[src/rtl/wallace_pkg.sv]
// wallace_pkg: shared limits, pipeline depth and CSA tree sizing helpers for wallace_mult_pipe
package wallace_pkg;

    localparam int WIDTH_MIN  = 4;
    localparam int WIDTH_MAX  = 32;
    localparam int TAG_W_MIN  = 1;
    localparam int TAG_W_MAX  = 16;
    localparam int PIPE_DEPTH = 3;

    // rows left after lvl levels of 3:2 compression, starting from n rows
    function automatic int csa_rows(input int n, input int lvl);
        int r;
        r = n;
        for (int i = 0; i < lvl; i++) r = 2 * (r / 3) + r % 3;
        return r;
    endfunction

    // levels of 3:2 compression needed to bring n rows down to two
    function automatic int csa_levels(input int n);
        int r;
        int l;
        r = n;
        l = 0;
        while (r > 2) begin
            r = 2 * (r / 3) + r % 3;
            l++;
        end
        return l;
    endfunction

endpackage

[src/rtl/wallace_csa_row.sv]
// wallace_csa_row: one row of 3:2 compressors; columns with a zero input collapse to half adders
module wallace_csa_row
    import wallace_pkg::*;
#(
    parameter int W = 16
) (
    input  logic [W-1:0] a,
    input  logic [W-1:0] b,
    input  logic [W-1:0] c,
    output logic [W-1:0] sum,
    output logic [W-1:0] carry
);

    assign sum   = a ^ b ^ c;
    // carry is pre-shifted into its weight; the carry out of the top column is dropped (mod 2^W)
    assign carry = {(a[W-2:0] & b[W-2:0]) | (a[W-2:0] & c[W-2:0]) | (b[W-2:0] & c[W-2:0]), 1'b0};

endmodule

[src/rtl/wallace_mult_pipe.sv]
// wallace_mult_pipe: 3-stage valid/ready Wallace-tree multiplier with sideband tag.
// Define WALLACE_SIGNED_EN to compile in per-transaction two's-complement mode (Baugh-Wooley);
// without it in_signed is ignored and every product is unsigned.
module wallace_mult_pipe
    import wallace_pkg::*;
#(
    parameter int WIDTH = 8,
    parameter int TAG_W = 4
) (
    input  logic               clk,
    input  logic               rst_n,
    input  logic               in_valid,
    output logic               in_ready,
    input  logic [WIDTH-1:0]   in_a,
    input  logic [WIDTH-1:0]   in_b,
    input  logic               in_signed,
    input  logic [TAG_W-1:0]   in_tag,
    output logic               out_valid,
    input  logic               out_ready,
    output logic [2*WIDTH-1:0] out_product,
    output logic [TAG_W-1:0]   out_tag
);

    localparam int P = 2 * WIDTH;
`ifdef WALLACE_SIGNED_EN
    localparam int NPP = WIDTH + 1;
`else
    localparam int NPP = WIDTH;
`endif
    localparam int LV = csa_levels(NPP);

    if (WIDTH < WIDTH_MIN || WIDTH > WIDTH_MAX || TAG_W < TAG_W_MIN || TAG_W > TAG_W_MAX) begin : g_bad_cfg
        $error("wallace_mult_pipe: WIDTH or TAG_W out of range");
    end

    logic [PIPE_DEPTH-1:0] vld;
    logic                  en1, en2, en3;
    logic [WIDTH-1:0]      a1, b1;
    logic [TAG_W-1:0]      tag1, tag2;
    logic [P-1:0]          sum2, car2;
    logic [P-1:0]          tree [0:LV][0:NPP-1];

    // a stage loads when the stage after it is empty or draining this cycle
    assign en3       = !vld[2] || out_ready;
    assign en2       = !vld[1] || en3;
    assign en1       = !vld[0] || en2;
    assign in_ready  = en1;
    assign out_valid = vld[2];

`ifdef WALLACE_SIGNED_EN
    logic s1;

    // S1 mode bit travels with its operands
    always_ff @(posedge clk or negedge rst_n) begin
        if (!rst_n) s1 <= 1'b0;
        else if (en1 && in_valid) s1 <= in_signed;
    end

    // Baugh-Wooley: invert the sign-row/sign-column cross terms, add 2^W and 2^(2W-1)
    for (genvar i = 0; i < WIDTH; i++) begin : g_pp
        localparam logic [WIDTH-1:0] INV = (i == WIDTH - 1) ? {1'b0, {(WIDTH-1){1'b1}}}
                                                            : {1'b1, {(WIDTH-1){1'b0}}};
        assign tree[0][i] = {{WIDTH{1'b0}}, (a1 & {WIDTH{b1[i]}}) ^ (INV & {WIDTH{s1}})} << i;
    end
    assign tree[0][WIDTH] = ({{(P-1){1'b0}}, s1} << WIDTH) | ({{(P-1){1'b0}}, s1} << (P - 1));
`else
    logic unused_signed;
    assign unused_signed = in_signed;

    for (genvar i = 0; i < WIDTH; i++) begin : g_pp
        assign tree[0][i] = {{WIDTH{1'b0}}, a1 & {WIDTH{b1[i]}}} << i;
    end
`endif

    // each level compresses groups of three rows into two and passes the leftovers through
    for (genvar l = 0; l < LV; l++) begin : g_lvl
        localparam int N  = csa_rows(NPP, l);
        localparam int NN = csa_rows(NPP, l + 1);
        localparam int G  = N / 3;
        for (genvar g = 0; g < G; g++) begin : g_csa
            wallace_csa_row #(.W(P)) u_row (
                .a    (tree[l][3*g]),
                .b    (tree[l][3*g+1]),
                .c    (tree[l][3*g+2]),
                .sum  (tree[l+1][2*g]),
                .carry(tree[l+1][2*g+1])
            );
        end
        for (genvar r = 3 * G; r < N; r++) begin : g_pass
            assign tree[l+1][2*G+r-3*G] = tree[l][r];
        end
        for (genvar z = NN; z < NPP; z++) begin : g_zero
            assign tree[l+1][z] = '0;
        end
    end

    // S1: capture operands and tag
    always_ff @(posedge clk or negedge rst_n) begin
        if (!rst_n) begin
            vld[0] <= 1'b0;
            a1     <= '0;
            b1     <= '0;
            tag1   <= '0;
        end else if (en1) begin
            vld[0] <= in_valid;
            if (in_valid) begin
                a1   <= in_a;
                b1   <= in_b;
                tag1 <= in_tag;
            end
        end
    end

    // S2: register the redundant sum/carry pair left by the CSA tree
    always_ff @(posedge clk or negedge rst_n) begin
        if (!rst_n) begin
            vld[1] <= 1'b0;
            sum2   <= '0;
            car2   <= '0;
            tag2   <= '0;
        end else if (en2) begin
            vld[1] <= vld[0];
            if (vld[0]) begin
                sum2 <= tree[LV][0];
                car2 <= tree[LV][1];
                tag2 <= tag1;
            end
        end
    end

    // S3: final carry-propagate add; held while the consumer stalls
    always_ff @(posedge clk or negedge rst_n) begin
        if (!rst_n) begin
            vld[2]      <= 1'b0;
            out_product <= '0;
            out_tag     <= '0;
        end else if (en3) begin
            vld[2] <= vld[1];
            if (vld[1]) begin
                out_product <= sum2 + car2;
                out_tag     <= tag2;
            end
        end
    end

endmodule

[config.mk]
export PLATFORM = sky130hd
export DESIGN_NAME = wallace_mult_pipe
export DESIGN_NICKNAME = d
export VERILOG_FILES = /design/src/rtl/wallace_pkg.sv /design/src/rtl/wallace_csa_row.sv /design/src/rtl/wallace_mult_pipe.sv
export SDC_FILE = /design/constraint.sdc
export NUM_CORES = 1
export LEC_CHECK = 0
export BUFFER_PORTS_ARGS = -buffer_cell sky130_fd_sc_hd__buf_2
export CORE_AREA = 5 5 120 122
export CTS_CLUSTER_DIAMETER = 120
export DETAILED_ROUTE_END_ITERATION = 12
export DIE_AREA = 0 0 125 127
export GPL_TIMING_DRIVEN = 1
export PLACE_DENSITY_LB_ADDON = 0.08
export SKIP_CTS_REPAIR_TIMING = 1
export SLEW_MARGIN = 0
export SYNTH_ARGS = -nofsm -noshare
export SYNTH_HDL_FRONTEND = slang
export SYNTH_SLANG_ARGS = --single-unit
[constraint.sdc]
create_clock -name clk -period 5.4 [get_ports clk]
set_clock_uncertainty 0.1 [all_clocks]
set_input_delay 0.54 -clock clk [delete_from_list [all_inputs] [get_ports clk]]
set_output_delay 0.54 -clock clk [all_outputs]
set_load 0.01 [all_outputs]
; Word-level counts from Yosys, hierarchy flattened
; Index checks and enable logic that the tools add are counted.
; Widths: inputs -> output; s select.
[classes]
reduce_logical = 9
div = 0
mul = 0
n_mux = 0
n_addsub = 1
n_shift = 0
eq_ne = 0
magnitude_cmp = 0
n_bitwise = 50
[op_table]
columns = op, n
row1 = $or 15x15->15, 12
row2 = $and 15x15->15, 10
row3 = $xor 16x16->16, 6
row4 = $and 8x8->8, 8
row5 = $add 16x16->16, 1
row6 = $xor 16x10->16, 1
row7 = $xor 16x13->16, 1
row8 = $xor 16x14->16, 1
row9 = $xor 16x15->16, 1
row10 = $and 14x15->15, 1
row11 = $and 15x14->15, 1
row12 = $and 11x13->13, 1
row13 = $and 12x13->13, 1
row14 = $and 11x12->12, 1
row15 = $xor 11x12->12, 1
row16 = $and 8x10->10, 1
row17 = $and 9x10->10, 1
row18 = $and 8x9->9, 1
row19 = $xor 8x9->9, 1
row20 = $reduce_and 2->1, 3
row21 = $logic_not 1->1, 3
row22 = $logic_or 1x1->1, 3
[word_totals]
memories = 0
latchBits = 0
out_inout_bits = 22
reg_bits = 78
word_cells = 71
ram_bits = 0
rom_bits = 0

; Depth between registers and ports, before layout
; Gate-level depths: netlist of the first run.
[logic_depth]
depth_word = 13
depth_mapped = 9
depth_no_buf = 8

; Cells and area by module
; From an unflattened synthesis of the first run, not the netlist that was laid out.
[hier_totals]
cells_unflattened = 481
hier_area_um2 = 6158.4
[modules_own_cells]
columns = module, area_per_inst_um2, seq_area_each_um2, instances, cells_each
row1 = wallace_mult_pipe, 4146.5, 1976.9, 1, 373
row2 = wallace_csa_row, 335.3, 0.0, 6, 18

; Least setup slack after synthesis of the first run
; OpenSTA, ideal clock, no wires.
[synth_timing]
kind = flip-flop to flip-flop
start = register a1[4]
end = register sum2[9]
n_path_buf = 1
t_required_ps = 5175
path_slack_ps = 2343
arrival_ps = 2832
path_stages_with_launch = 9
setup_time_ps = 125
cell_sequence = dfrtp_1 clkbuf_1 nand2_1 fa_1 fa_1 fa_1 inv_1 fa_1 mux2_2
[synth_via]
elab_chain_cells = 12
[synth_rtl]
columns = element, line
row1 = start: declaration, wallace_mult_pipe.sv:38  ; logic [WIDTH-1:0] a1, b1;
row2 = start signal: assignment, wallace_mult_pipe.sv:107  ; a1 <= in_a;
row3 = $and 8x8->8, wallace_mult_pipe.sv:71  ; assign tree[0][i] = {{WIDTH{1'b0}}, a1 & {WIDTH{b1[i]}}} << i;
row4 = $and 8x10->10, wallace_csa_row.sv:16  ; assign carry = {(a[W-2:0] & b[W-2:0]) | (a[W-2:0] & c[W-2:0]) | (b[W-2:0] & c[W-2:0]), 1'b0};
row5 = $or 15x15->15 (2 in a row), wallace_csa_row.sv:16
row6 = $and 15x15->15, wallace_csa_row.sv:16
row7 = $or 15x15->15 (2 in a row), wallace_csa_row.sv:16
row8 = $and 15x15->15, wallace_csa_row.sv:16
row9 = $or 15x15->15 (2 in a row), wallace_csa_row.sv:16
row10 = $xor 16x16->16, wallace_csa_row.sv:14  ; assign sum = a ^ b ^ c;
row11 = $xor 16x16->16 (*), wallace_csa_row.sv:14
row12 = via g_lvl[3].g_csa[0].u_row.sum[9], wallace_csa_row.sv:10  ; output logic [W-1:0] sum,
row13 = end signal: assignment, wallace_mult_pipe.sv:124  ; sum2 <= tree[LV][0];
row14 = end: declaration, wallace_mult_pipe.sv:40  ; logic [P-1:0] sum2, car2;
; The timed path passes the listed nets; every way through them passes the cells marked *.
; A chain may end at the register's enable or synchronous reset.

; Final worst setup path of the first run
[layout_timing]
start = register b1[5]
end = register sum2[7]
[layout_via]
elab_chain_cells = 11
[layout_rtl]
columns = element, line
row1 = start: declaration, wallace_mult_pipe.sv:38
row2 = start signal: assignment, wallace_mult_pipe.sv:108  ; b1 <= in_b;
row3 = $and 8x8->8 (*), wallace_mult_pipe.sv:71
row4 = $and 11x13->13, wallace_csa_row.sv:16
row5 = $or 15x15->15 (2 in a row), wallace_csa_row.sv:16
row6 = $xor 16x14->16, wallace_csa_row.sv:14
row7 = $xor 16x15->16, wallace_csa_row.sv:14
row8 = $and 15x15->15, wallace_csa_row.sv:16
row9 = $or 15x15->15 (2 in a row), wallace_csa_row.sv:16
row10 = $xor 16x16->16, wallace_csa_row.sv:14
row11 = $xor 16x16->16 (*), wallace_csa_row.sv:14
row12 = via g_lvl[3].g_csa[0].u_row.sum[7], wallace_csa_row.sv:10
; Marks and branches as above.

==> results by group, run 1 <==
Run status
  – Outcome: completed

Layout
  – Filler cells: 1323
  – Synth-to-Final Area Change: 14.5%
  – Nets: 533
  – Final core utilization: 0.397
  – Number of inserted diodes: 0
  – Fraction of layout cells with a size suffix above 1: 0.261

Synth
  – Post-synth EDFFs: 0
  – Yosys warnings: 0
  – Sequential area share after synthesis: 0.403
  – Post-synth top cells: nand2_1, dfrtp_1, mux2_2
  – Mean post-synth cell area: 11.2 um^2
  – Synth Register Bits: 73
  – Yosys top cell by area: dfrtp_1
  – Ys flop type: dfrtp_1
  – Dominant cell by count in the synthesized netlist: nand2_1
  – Ys async rst share: 1.00
  – Post-Syn Nets: 493
  – Count of unique library cells instantiated by Yosys: 33
  – Top cell type's share of synthesized area: 0.403
  – Top post-synthesis cells by area: dfrtp_1, fa_1, mux2_2
  – Syn Std Cell Area: 4540 um^2
  – Mapped Cells: 404

Critical path
  – Kind of critical path: reg -> reg
  – CP endpoint kind: register
  – Slowest cell on crit path: fa_1
  – Worst Path Arrival: 3.29 ns
  – Slowest cell delay on critical path: 0.56 ns
  – FF-to-FF End: sum2[7]$_DFFE_PN0P_
  – Crit path buf inv count: 1
  – Worst-case reg-to-reg path depth: 7
  – Most numerous cell on the critical path: fa_1
  – Reg-to-reg startpoint: b1[5]$_DFFE_PN0P_
  – Crit path max fanout: 9
  – Startpoint Class: register
  – CP top delay family: adder cells
  – Worst Path Required: 5.52 ns
  – Reg2Reg Setup Slack: 2.24 ns
  – Worst path cell trace: nand2_1 -> fa_1 -> fa_1 -> inv_1 -> fa_1 -> fa_1 -> mux2_2
  – Worst setup startpoint: b1[5]$_DFFE_PN0P_

Detailed routing
  – Vias per cell: 4.67
  – Routed WL: 8.75 mm
  – Detailed Route Iter0 Violations: 131
  – Wire length per cell: 14.0 um
  – Routed vias: 2919
  – DRC Markers: 0
  – Pre-antenna DRT Iters: 4
  – Antenna viol nets, final: 0

Place
  – GPL Wtd Cong: 0.784
  – Pre-CTS WS: 2.22 ns
  – Hpwl dp: 6.51 mm
  – I/O Buffers: 45

CTS
  – Clk slew on worst S/H paths: 0.06 ns
  – Htree depth: 3
  – TritonCTS Buffers: 9
  – Clock net sink count: 73
  – Root Driver: clkbuf_16
  – TritonCTS clock tree: yes
  – Clk_lat worst skew: 0.34 ns
  – Clock tree buffer depth: 2

Worst hold path
  – Worst hold path class: in -> async

Floorplan
  – Initial core utilization: 0.347
  – Die W: 125 um
  – Core Region: 13100 um^2
  – Die area: 15900 um^2
  – DIE HEIGHT: 127 um
  – Row count: 42
  – Ports: 47

Global routing
  – Total Routing Usage GR: 0.121
  – Antenna violations before repair: 0
  – Vias in the first global route: 3211
  – Pin count of the biggest net entering global routing: 74
  – First-pass GRT wire length: 15.5 mm
  – GRT overflow: 0

Timing
  – Rel. slew slack: 0.381
  – Max frequency: 0.316 GHz
  – Setup TNS: 0 ns
  – Setup WS post-layout: 2.24 ns
  – Final hold vios: 0
  – Setup violators final: 0
  – Worst Tran Pin Value: 0.928 ns
  – RSZ-0062 raised after global routing: false
  – Min Tclk post-route: 3.16 ns
  – Fin. max-slew vios: 0
  – Ratio of final minimum period to clock period: 0.586
  – Fin Hold WS: 0.242 ns

Pwr
  – Maximum VDD drop: 0.000204 V
  – Pwr/cell area: 485 nW/um^2
  – P_leak: 2.48 nW

Flow run
  – Number of max-cap violations: 0
==> layer usage <==
layer	up-vias	share of wire	GRT usage
met3	9	0.046	0.0401
met1	1466	0.42	0.151
li1	1397	-	-
met5	-	0	0
met2	47	0.52	0.200
met4	0	0.015	0.0364
==> through the flow <==
stage	instance area [um^2]	instances	total power, mW
6_report	5190	625	2.52
5_1_grt	5190	625	2.80
4_1_cts	5190	625	2.60
3_5_place_dp	4920	609	2.03
3_3_place_gp	4920	609	2.02
2_1_floorplan	4540	404	1.69
==> sequential cells by signal (all words and copies together), names as in the netlist <==
signal,count
a1,8
b1,8
car2,11
out_product,16
out_tag,4
out_valid,1
sum2,15
tag1,4
tag2,4
vld,2
==> worst reg2reg max path, cell delays in order (launching register included) <==
cell and delay, ns:
dfrtp_1 0.53, nand2_1 0.14, fa_1 0.53, fa_1 0.56, inv_1 0.05, fa_1 0.39, fa_1 0.48, mux2_2 0.26
==> cell families (layout without fill, tap and decap cells) <==
| group | after synthesis | in the layout | share of synthesized area |
|---|---|---|---|
| AOI/OAI and AO/OA | 31 | 31 | 0.0466 |
| adders and majority gates | 64 | 64 | 0.241 |
| DFF | 73 | 73 | 0.403 |
| and+or+nand+nor | 136 | 136 | 0.139 |
| buffers and inverters | 47 | 92 | 0.0414 |
| xor gates and xnor gates | 4 | 4 | 0.00772 |
| muxes | 49 | 49 | 0.122 |
==> final cells by class <==
class	instances	area (um^2)	area share
clock inverter	7	47.5	0.00915
multi-input combinational	284	2520	0.486
sequential	73	1830	0.352
timing repair buffer	47	243	0.0467
inverter	29	109	0.0210
clock buffer	9	225	0.0434
tap	176	220	0.0424
==> power by group <==
group / switching, mW / internal [mW] / total, mW
logic: 0.584 / 0.540 / 1.12
clock network: 0.234 / 0.309 / 0.544
registers: 0.126 / 0.727 / 0.854
==> layout by cell type (no fill, tap or decap), types with 4 or more instances in the layout <==
master,Yosys,final
nand2b_1,7,7
inv_1,29,29
nor3_1,4,4
dfrtp_1,73,73
mux2_2,49,49
clkbuf_16,0,9
o21ai_0,7,7
a21oi_1,8,8
fa_1,39,39
nand2_1,83,83
buf_2,9,44
ha_1,25,25
and2_1,28,28
==> worst max-delay path by stage <==
stage,cells after the start,endpoint,slack [ns]
after floorplan,8,sum2[9]$_DFFE_PN0P_,2.34
after global placement,7,sum2[8]$_DFFE_PN0P_,2.22
after detailed placement,7,sum2[10]$_DFFE_PN0P_,2.22
after CTS,7,sum2[10]$_DFFE_PN0P_,2.21
after global routing,7,sum2[9]$_DFFE_PN0P_,2.10
final,7,sum2[7]$_DFFE_PN0P_,2.24
No activity file was read; power rests on OpenSTA's default activity.
==> run 2, diff against run 1 <==
==> constraint.sdc (replaced) <==
create_clock -name clk -period 3.1 [get_ports clk]
set_clock_uncertainty 0.1 [all_clocks]
set_input_delay 0.31 -clock clk [delete_from_list [all_inputs] [get_ports clk]]
set_output_delay 0.31 -clock clk [all_outputs]
set_load 0.01 [all_outputs]
==> results by group, run 2 (synthesis results as in run 1) <==
Critical path
  – CP endpoint kind: register
  – Worst path cell trace: and2_4 -> fa_1 -> inv_1 -> fa_1 -> inv_1 -> fa_1 -> ha_1 -> mux2_2
  – Worst Path Required: 3.22 ns (-2.30 ns)
  – Startpoint Class: register
  – CP top delay family: adder cells
  – Most numerous cell on the critical path: fa_1
  – Crit path buf inv count: 2 (+1)
  – Worst Path Arrival: 3.15 ns (-0.14 ns)
  – Crit path max fanout: 8 (-1)
  – Kind of critical path: reg -> reg
  – Slowest cell delay on critical path: 0.53 ns (-0.03 ns)
  – Slowest cell on crit path: fa_1

CTS
  – Clk_lat worst skew: 0.34 ns (about the same)
  – Root Driver: clkbuf_16
  – Clk slew on worst S/H paths: 0.06 ns (about the same)
  – TritonCTS clock tree: yes
  – TritonCTS Buffers: 9 (unchanged)
  – Clock tree buffer depth: 2 (unchanged)
  – Htree depth: 3 (unchanged)
  – Clock net sink count: 73 (unchanged)

Layout
  – Largest register FFs: 16 (unchanged)
  – Number of inserted diodes: 0 (unchanged)
  – Biggest register: out_product
  – Most common cell after layout, fill and taps aside: nand2_1
  – Commonest non-fill, non-tap cells in the layout: nand2_1, dfrtp_1, mux2_2
  – Fraction of layout cells with a size suffix above 1: 0.321 (+0.0599)
  – Largest registers: out_product (16), sum2 (15), car2 (11)
  – Nets: 552 (+3.6%)
  – Design Area, Final: 5440 um^2 (+4.6%)
  – Synth-to-Final Area Change: 19.8%

Global routing
  – Vias in the first global route: 3128 (-2.6%)
  – Antenna violations before repair: 0 (unchanged)
  – First-pass GRT wire length: 15.2 mm (-1.5%)
  – GRT overflow: 0 (unchanged)
  – Pin count of the biggest net entering global routing: 74 (unchanged)
  – Total Routing Usage GR: 0.121 (+0.000165)

Pwr
  – Pwr/cell area: 862 nW/um^2 (+78%)
  – Int Pwr: 3.05 mW (+93%)
  – Switch share: 0.349 (-0.0253)
  – Logic pwr share: 0.430 (-0.016)
  – Maximum VDD drop: 0.000308 V (+51%)
  – Total power: 4.68 mW (+86%)
  – Flop pwr share: 0.314 (-0.025)
  – P_sw: 1.64 mW (+73%)
  – Clock Power Share: 0.255 (+0.039)
  – P_leak: 2.61 nW (+5.0%)

Timing
  – Rel. slew slack: 0.375 (-0.00627)
  – Max frequency: 0.331 GHz (+4.6%)
  – Setup violators final: 0 (unchanged)
  – Worst Tran Pin Value: 0.938 ns (+0.00940 ns)
  – Setup TNS: 0 ns (unchanged)
  – Ratio of final minimum period to clock period: 0.975 (+0.390)
  – Final hold vios: 0 (unchanged)
  – Min Tclk post-route: 3.02 ns (-0.139 ns)
  – Fin. max-slew vios: 0 (unchanged)
  – Setup WS post-layout: 0.0762 ns (-2.16 ns)

Detailed routing
  – DRT met1 WL: 3.91 mm (+5.4%)
  – Met2 Routed Length: 4.45 mm (-1.4%)
  – Vias per cell: 4.61 (-1.3%)
  – DRC Markers: 0 (unchanged)
  – Detailed Route Iter0 Violations: 101 (-23%)
  – Wire length per cell: 13.7 um (-2.2%)
  – Met3 routed WL: 322 um (-20%)
  – Pre-antenna DRT Iters: 4 (unchanged)
  – Routed vias: 2968 (+1.7%)
  – Highest metal used: met4
  – Routed WL: 8.82 mm (+0.82%)
  – Antenna viol nets, final: 0 (unchanged)

Floorplan
  – Die W: 125 um (unchanged)
  – Row count: 42 (unchanged)
  – Initial core utilization: 0.347 (unchanged)
  – Die area: 15900 um^2 (unchanged)
  – DIE HEIGHT: 127 um (unchanged)
  – Core Region: 13100 um^2 (unchanged)
  – Ports: 47 (unchanged)

Run status
  – Outcome: completed

Worst hold path
  – Worst hold path class: in -> async

Flow run
  – Number of max-cap violations: 0 (unchanged)

Place
  – Pre-CTS WS: -0.0416 ns (-2.26 ns)
  – Cell Area, Placed: 5040 um^2 (+2.4%)
  – GPL Wtd Cong: 0.737 (-6.0%)
  – Hpwl dp: 6.71 mm (+3.1%)
  – I/O Buffers: 45 (unchanged)
-- run 2: cell types whose count changed in the layout (fill, tap and decap cells not counted), sizes merged --
cell | before | now
inv | 29 | 30
buf | 47 | 66
clkbuf | 9 | 13
bufinv | 0 | 2
clkinvlp | 2 | 0
clkinv | 5 | 0
-- run 2: final timing paths --
check                                    start                      to  slack (ns)  depth (start not counted)
max                          b1[3]$_DFFE_PN0P_     sum2[5]$_DFFE_PN0P_        0.08                          8
min                                      rst_n   out_valid$_DFFE_PN0P_        0.02                          1
min in group clk                      in_valid      vld[0]$_DFFE_PN0N_        0.08                          2
min reg2reg                tag2[1]$_DFFE_PN0P_  out_tag[1]$_DFFE_PN0P_        0.34                          2
max in group asynchronous                rst_n       a1[3]$_DFFE_PN0P_        2.21                          1
max reg2reg                  b1[3]$_DFFE_PN0P_     sum2[5]$_DFFE_PN0P_        0.08                          8
-- run 2: worst register-to-register path: stages, from the launching register on --
cell	delay (ns)
dfrtp_2	0.47
and2_4	0.17
fa_1	0.52
inv_1	0.05
fa_1	0.53
inv_1	0.05
fa_1	0.53
ha_1	0.22
mux2_2	0.26
-- run 2: per-layer routing --
metal | track usage | vias to the layer above
li1 | - | 1436
met5 | 0 | -
met2 | 0.201 | 29
met4 | 0.0517 | 0
met1 | 0.148 | 1494
met3 | 0.0338 | 9
-- run 2: metrics by stage --
stage / hold WS, ns / util / cells
3_3_place_gp: 0.347 / 0.385 / 625
4_1_cts: 0.0595 / 0.412 / 641
6_report: 0.0171 / 0.415 / 644
5_1_grt: 0.0792 / 0.415 / 644
3_5_place_dp: 0.347 / 0.385 / 625
2_1_floorplan: -0.0856 / - / 404
-- run 2: cell type report --
type	instances	area, um^2
clock inverter	3	68.8
clock buffer	13	280
sequential	73	1840
inverter	29	109
fill	1306	7650
timing repair buffer	66	385
multi-input combinational	284	2530
tap	176	220
-- run 2: power groups by stage --
| stage | Sequential (mW) | Combinational [mW] | Clock, mW |
|---|---|---|---|
| finish | 1.47 | 2.02 | 1.20 |
| global route | 1.52 | 2.37 | 1.27 |
| CTS | 1.48 | 2.10 | 1.24 |
| detailed placement | 1.49 | 2.08 | 0 |
| global placement | 1.48 | 2.06 | 0 |
| floorplan | 1.47 | 1.48 | 0 |
